File: src/rtl/spi_dac_wb_responder_pkg.sv
// spi_dac_wb_responder_pkg: register map, SPI FSM encoding and byte-lane helper shared with the bus master.
package spi_dac_wb_responder_pkg;
  typedef enum logic [1:0] {ST_IDLE = 2'd0, ST_SHIFT = 2'd1, ST_FINISHED = 2'd2} spi_state_e;
  // Word indices as decoded from wb_adr[4:2]; the byte offset is index*4.
  localparam logic [2:0] REG_READY = 3'd0;
  localparam logic [2:0] REG_ARM = 3'd1;
  localparam logic [2:0] REG_FINISHED = 3'd2;
  localparam logic [2:0] REG_TO_SLAVE = 3'd3;
  localparam logic [2:0] REG_WAIT = 3'd4;
  localparam logic [2:0] REG_FROM_SLAVE = 3'd5;
  function automatic logic [31:0] sel_merge(input logic [31:0] old_v, input logic [31:0] new_v,
                                            input logic [3:0] sel);
    logic [31:0] r;
    for (int i = 0; i < 4; i++) r[8*i +: 8] = sel[i] ? new_v[8*i +: 8] : old_v[8*i +: 8];
    return r;
  endfunction
endpackage

File: src/rtl/spi_shift_engine.sv
// spi_shift_engine: mode-1 MSB-first SPI master that shifts one frame per arm and reports idle/finished.
module spi_shift_engine
  import spi_dac_wb_responder_pkg::*;
#(
  parameter int SPI_WID = 24,
  parameter int CLK_HALF = 2
) (
  input  logic               clk,
  input  logic               rst_n,
  input  logic               arm,
  input  logic [SPI_WID-1:0] to_slave,
  output logic [SPI_WID-1:0] from_slave,
  output logic               ready_to_arm,
  output logic               finished,
  output logic               sck,
  output logic               mosi,
  input  logic               miso,
  output logic               ss_l
);
  localparam int CW = $clog2(CLK_HALF + 1);
  localparam int BW = $clog2(SPI_WID + 1);
  spi_state_e state_q, state_d;
  logic [CW-1:0] cnt_q, cnt_d;
  logic [BW-1:0] bit_q, bit_d;
  logic [SPI_WID-1:0] sh_q, sh_d, from_q, from_d;
  logic sck_q, sck_d, mosi_q, mosi_d, ss_q, ss_d, tick;
  assign tick = cnt_q == CW'(CLK_HALF - 1);
  assign ready_to_arm = state_q == ST_IDLE;
  assign finished = state_q == ST_FINISHED;
  assign from_slave = from_q;
  assign sck = sck_q;
  assign mosi = mosi_q;
  assign ss_l = ss_q;
  // The shift register doubles as the receive register: miso enters at the LSB as the MSB leaves.
  always_comb begin
    state_d = state_q;
    cnt_d = cnt_q;
    bit_d = bit_q;
    sh_d = sh_q;
    from_d = from_q;
    sck_d = sck_q;
    mosi_d = mosi_q;
    ss_d = ss_q;
    case (state_q)
      ST_IDLE: if (arm) begin
        state_d = ST_SHIFT;
        sh_d = to_slave;
        mosi_d = to_slave[SPI_WID-1];
        sck_d = 1'b1;
        ss_d = 1'b0;
        cnt_d = '0;
        bit_d = '0;
      end
      ST_SHIFT: begin
        cnt_d = tick ? '0 : cnt_q + 1'b1;
        if (tick && sck_q) begin
          sck_d = 1'b0;
          sh_d = {sh_q[SPI_WID-2:0], miso};
          bit_d = bit_q + 1'b1;
        end else if (tick && bit_q == BW'(SPI_WID)) begin
          state_d = arm ? ST_FINISHED : ST_IDLE;
          ss_d = 1'b1;
          mosi_d = 1'b0;
          from_d = sh_q;
        end else if (tick) begin
          sck_d = 1'b1;
          mosi_d = sh_q[SPI_WID-1];
        end
      end
      ST_FINISHED: if (!arm) state_d = ST_IDLE;
      default: state_d = ST_IDLE;
    endcase
  end
  always_ff @(posedge clk or negedge rst_n) begin
    if (!rst_n) begin
      state_q <= ST_IDLE;
      cnt_q <= '0;
      bit_q <= '0;
      sh_q <= '0;
      from_q <= '0;
      sck_q <= 1'b0;
      mosi_q <= 1'b0;
      ss_q <= 1'b1;
    end else begin
      state_q <= state_d;
      cnt_q <= cnt_d;
      bit_q <= bit_d;
      sh_q <= sh_d;
      from_q <= from_d;
      sck_q <= sck_d;
      mosi_q <= mosi_d;
      ss_q <= ss_d;
    end
  end
endmodule

File: src/rtl/spi_dac_wb_responder.sv
// spi_dac_wb_responder: Wishbone register front-end for an SPI DAC, with a stalling wait-for-done register.
module spi_dac_wb_responder
  import spi_dac_wb_responder_pkg::*;
#(
  parameter int SPI_WID = 24,
  parameter int CLK_HALF = 2,
  parameter int WAIT_TIMEOUT = 4095
) (
  input  logic        clk,
  input  logic        rst_n,
  input  logic        wb_cyc,
  input  logic        wb_stb,
  input  logic        wb_we,
  input  logic [3:0]  wb_sel,
  input  logic [31:0] wb_adr,
  input  logic [31:0] wb_dat_w,
  output logic [31:0] wb_dat_r,
  output logic        wb_ack,
  output logic        sck,
  output logic        mosi,
  input  logic        miso,
  output logic        ss_l
);
  localparam int TW = $clog2(WAIT_TIMEOUT + 1);
  logic ack_q, ack_d, arm_q, arm_d, rdy, fin, req, unused_adr;
  logic [31:0] dat_q, dat_d, rd_data;
  logic [SPI_WID-1:0] ts_q, ts_d, from_slave;
  logic [TW-1:0] stall_q, stall_d;
  logic [2:0] idx;
  assign req = wb_cyc && wb_stb && !ack_q;
  assign idx = wb_adr[4:2];
  assign unused_adr = ^{wb_adr[31:5], wb_adr[1:0]};
  assign wb_ack = ack_q;
  assign wb_dat_r = dat_q;
  always_comb begin
    case (idx)
      REG_READY: rd_data = {31'b0, rdy};
      REG_ARM: rd_data = {31'b0, arm_q};
      REG_FINISHED: rd_data = {31'b0, fin};
      REG_TO_SLAVE: rd_data = 32'(ts_q);
      REG_FROM_SLAVE: rd_data = 32'(from_slave);
      default: rd_data = '0;
    endcase
  end
  // The engine sees arm_d so a same-cycle arm write steers the end-of-frame decision.
  always_comb begin
    ack_d = 1'b0;
    dat_d = '0;
    arm_d = arm_q;
    ts_d = ts_q;
    stall_d = '0;
    if (req && idx == REG_WAIT && !wb_we) begin
      if (rdy || fin) begin
        ack_d = 1'b1;
        dat_d = {30'b0, fin, rdy};
      end else if (stall_q == TW'(WAIT_TIMEOUT - 1)) ack_d = 1'b1;
      else stall_d = stall_q + 1'b1;
    end else if (req) begin
      ack_d = 1'b1;
      dat_d = rd_data;
      if (wb_we && idx == REG_ARM) arm_d = wb_sel[0] ? wb_dat_w[0] : arm_q;
      if (wb_we && idx == REG_TO_SLAVE) ts_d = SPI_WID'(sel_merge(32'(ts_q), wb_dat_w, wb_sel));
    end
  end
  always_ff @(posedge clk or negedge rst_n) begin
    if (!rst_n) begin
      ack_q <= 1'b0;
      dat_q <= '0;
      arm_q <= 1'b0;
      ts_q <= '0;
      stall_q <= '0;
    end else begin
      ack_q <= ack_d;
      dat_q <= dat_d;
      arm_q <= arm_d;
      ts_q <= ts_d;
      stall_q <= stall_d;
    end
  end
  spi_shift_engine #(.SPI_WID(SPI_WID), .CLK_HALF(CLK_HALF)) u_engine (
    .clk(clk),
    .rst_n(rst_n),
    .arm(arm_d),
    .to_slave(ts_q),
    .from_slave(from_slave),
    .ready_to_arm(rdy),
    .finished(fin),
    .sck(sck),
    .mosi(mosi),
    .miso(miso),
    .ss_l(ss_l)
  );
endmodule

File: config.mk
export PLATFORM = sky130hd
export DESIGN_NAME = spi_dac_wb_responder
export DESIGN_NICKNAME = d
export VERILOG_FILES = /design/src/rtl/spi_dac_wb_responder_pkg.sv /design/src/rtl/spi_shift_engine.sv /design/src/rtl/spi_dac_wb_responder.sv
export SDC_FILE = /design/constraint.sdc
export NUM_CORES = 1
export LEC_CHECK = 0
export CAP_MARGIN = 10
export CORE_AREA = 2 2 118 120
export DETAILED_ROUTE_END_ITERATION = 10
export DIE_AREA = 0 0 120 122
export HOLD_SLACK_MARGIN = 0.15
export PLACE_DENSITY = 0.67
export SYNTH_ARGS = -nofsm -noshare
export SYNTH_HDL_FRONTEND = slang
export SYNTH_SLANG_ARGS = --single-unit
File: constraint.sdc
create_clock -name clk -period 2.1 [get_ports clk]
set_clock_uncertainty 0.05 [all_clocks]
set_input_delay 0.21 -clock clk [delete_from_list [all_inputs] [get_ports clk]]
set_output_delay 0.21 -clock clk [all_outputs]
set_load 0.02 [all_outputs]
==> impl_metrics.yaml <==
timing:
  fin_crit_sh_pct: 93.0
  min_period_ns: 1.95
  worst_pin_slew_ns: 0.619
  drv_slew: 0
  final-hold-violation-count: 0
  rsz0062_at_grt: "no"
  fmax_ghz: 0.512
  finalSetupViolations: 0
  max_slew_margin_pct: 58.8
clock_network:
  worstSkewPairLatency_ns: 0.41
  cts_buffers: 17
  cts_setup_buffers: 0
  cts_repair_resize_count: 0
  cts_sinks: 122
  clock_path_buffers: 2
  cts_tree: "built"
  clkTransAtPathRegs_ns: 0.05
  cts_htree_levels: 4
  holdBufCountCts: 1
  root_buffer: "clkbuf_16"
hold_path:
  hp-class: "in -> async"
critical_path:
  cp_top_family: "buffers and inverters"
  r2r_start: "u_engine.bit_q[0]"
  path_cells: "buf_4 -> clkdlybuf4s50_1"
  reg2reg_slack_ns: 0.18
  critPathKind: "reg -> out"
  worstPathRequired_ns: 1.84
  slowest_delay_ns: 0.62
  end_kind: "primary output"
  rr_worst_depth: 6
  cp.buffers_inverters: 2
  slowest_stage: "clkdlybuf4s50_1"
  crit-reg2reg-capture: "u_engine.from_slave[4]"
  crit_fanout: 8
  critPathLaunchType: "register"
  cp.arrival_ns: 1.69
cells_and_area:
  final_cell_area_sq_um: 6940
  fin_cells: 706
  layout.area.seq_sq_um: 3050
  antenna_cells: 0
  fin_util_pct: 51.4
  drive_above_1_share_pct: 28.1
  nFillCells: 1129
  multi_input_area_sq_um: 2020
  nets: 591
  area_growth_pct: 32.4
logic_synthesis:
  synth_cell_types: 53
  synth-seq-cells: 122
  synth_top_family_by_area: "simple AND/OR/NAND/NOR gates"
  synth-seq-area-share_pct: 58.2
  synth_compound_area_share_pct: 11.4
  synthArstFlopShare_pct: 100
  synth_cells: 415
  synth_area_sq_um: 5240
  yosys.area_share.adder_pct: 0.954
  synth_mux_area_share_pct: 10.7
  synth_edf_count: 0
  synth_xor_area_share_pct: 2.51
  synth_flop_cell: "dfrtp_1"
  synth.yosys.warnings: 0
  avgSynthCellArea_sq_um: 12.6
  synthSimpleGateAreaFrac_pct: 12.4
global_routing:
  grt_antenna_before_repair: 0
  grt_max_degree: 48
  grt_overflow: 0
  grt_pass1_wl_mm: 18.5
  first_global_vias: 3717
  grt_use_total_pct: 16.3
placed_design:
  dp_hpwl_mm: 7.29
  gp_congestion: 0.842
  dpl_cell_area_sq_um: 6290
  place_inst: 673
  io_buffers: 63
die:
  num_rows: 43
  die_area_sq_um: 14600
  fp.dieW_um: 120
  die_height_um: 122
  fp.coreArea_sq_um: 13500
  io_pins: 110
  start_util_pct: 38.8
drt:
  vias: 3540
  post_drt_wl_per_cell_um: 15.3
  drc: 0
  drt_pre_antenna_iters: 4
  drt-total-wl_mm: 10.8
  final_antenna_net_count: 0
  viasPerCell: 5.01
  detail_route.iter0.violations: 200
power_and_ir_drop:
  cellPowerDensity_nw_per_um2: 1170
  ir_drop_mv: 0.676
  power_leakage_nw: 3.02
  finalPower_w: 0.00814
run_status:
  status: "completed"
job:
  drv_cap: 0
-- cell usage after synthesis (9+ instances only) --
library cell | instances | area, sq um
a22oi_1 | 23 | 173
clkbuf_1 | 9 | 33.8
dfrtp_1 | 121 | 3030
inv_1 | 9 | 33.8
mux2_2 | 48 | 541
nand2_1 | 9 | 33.8
nor2_1 | 39 | 146
o221a_1 | 21 | 236
or2_2 | 25 | 156
xnor2_1 | 9 | 78.8
-- logic make-up (layout without fill, tap and decap cells) --
logic type / count (synthesis) / after routing
AO/OA/AOI/OAI: 69 / 69
XOR/XNOR: 15 / 15
adder cells (fa/ha/maj): 4 / 4
buffers and inverters: 37 / 141
flip-flops: 122 / 122
multiplexers: 50 / 50
other: 1 / 8
AND/OR/NAND/NOR: 117 / 117
-- sequential cells by signal (all words and copies together), names as in the netlist --
register and cells:
ts_q 24, u_engine.from_slave 24, u_engine.cnt_q 2, arm_q 1
u_engine.sh_q 24, u_engine.state_q 2, u_engine.mosi 1, wb_dat_r 24
u_engine.ss_l 1, wb_ack 1, u_engine.bit_q 5, stall_q 12
u_engine.sck 1
-- metrics by stage --
| step | setup WS (ns) | hold slack (ns) | TNS [ns] |
|---|---|---|---|
| after floorplan | 0.0927 | -0.136 | 0 |
| after global placement | -0.126 | 0.214 | -2.67 |
| after detailed placement | -0.142 | 0.216 | -2.94 |
| after CTS | 0.120 | 0.327 | 0 |
| after global routing | 0.0779 | 0.352 | 0 |
| final | 0.147 | 0.309 | 0 |
-- layout by cell type (no fill, tap or decap), drive strengths merged, types with 3 or more instances in the layout --
cell type      count
nand4              3
nor3               8
nor2              40
a21oi              7
mux2              48
a22oi             23
dfrtp            121
bufinv             5
clkinv             3
o221a             24
ha                 4
xor2               6
xnor2              9
o21ai              3
clkbuf            21
nor2b              3
or2               25
nor4               3
inv               10
clkdlybuf4s50     62
nand2b             3
nand3              8
buf               37
nand2              9
conb               8
-- worst reg2reg max path: cells and delay by family, from the launching register on --
kind / cells / cell delay (ns)
fa+ha+maj: 1 / 0.16
flops: 1 / 0.40
mux: 1 / 0.37
simple gates: 2 / 0.49
buf+inv: 2 / 0.34
-- routing by layer --
metal  up-vias  track usage (%)  wire (um)  part of all wire [%]
met5         -                0          0                     0
met4         0             5.81        116                   1.1
met3        12             5.20        513                   4.7
met2        83             25.8       5150                    48
met1      1777             21.1       5040                    47
li1       1668                -          -                     -
-- where the power goes --
group | internal, W | leakage, nW | switching, W
sequential | 0.00284 | 1.59 | 0.000357
clock | 0.00214 | 0.308 | 0.00101
combinational | 0.00100 | 1.12 | 0.000799
total | 0.00598 | 3.02 | 0.00216
-- cell type report --
class | count | area share [%]
clock inverters | 11 | 2.77
repair buffers | 100 | 14.0
multi-input cells | 263 | 29.0
inverters | 9 | 0.486
clock buffers | 21 | 6.49
well taps | 180 | 3.24
flip-flops and latches | 122 | 44.0
-- worst max-delay path by stage --
stage | start | end | slack [ns] | depth (start not counted)
floorplan | wb_ack | u_engine.sh_q[15] | 0.09 | 7
global placement | wb_adr[3] | u_engine.sh_q[3] | -0.13 | 6
detailed placement | wb_adr[3] | u_engine.sh_q[1] | -0.14 | 6
CTS | u_engine.sck | sck | 0.12 | 2
global route | u_engine.sck | sck | 0.08 | 2
finish | u_engine.sck | sck | 0.15 | 2
(Power assumes the default switching activity.)
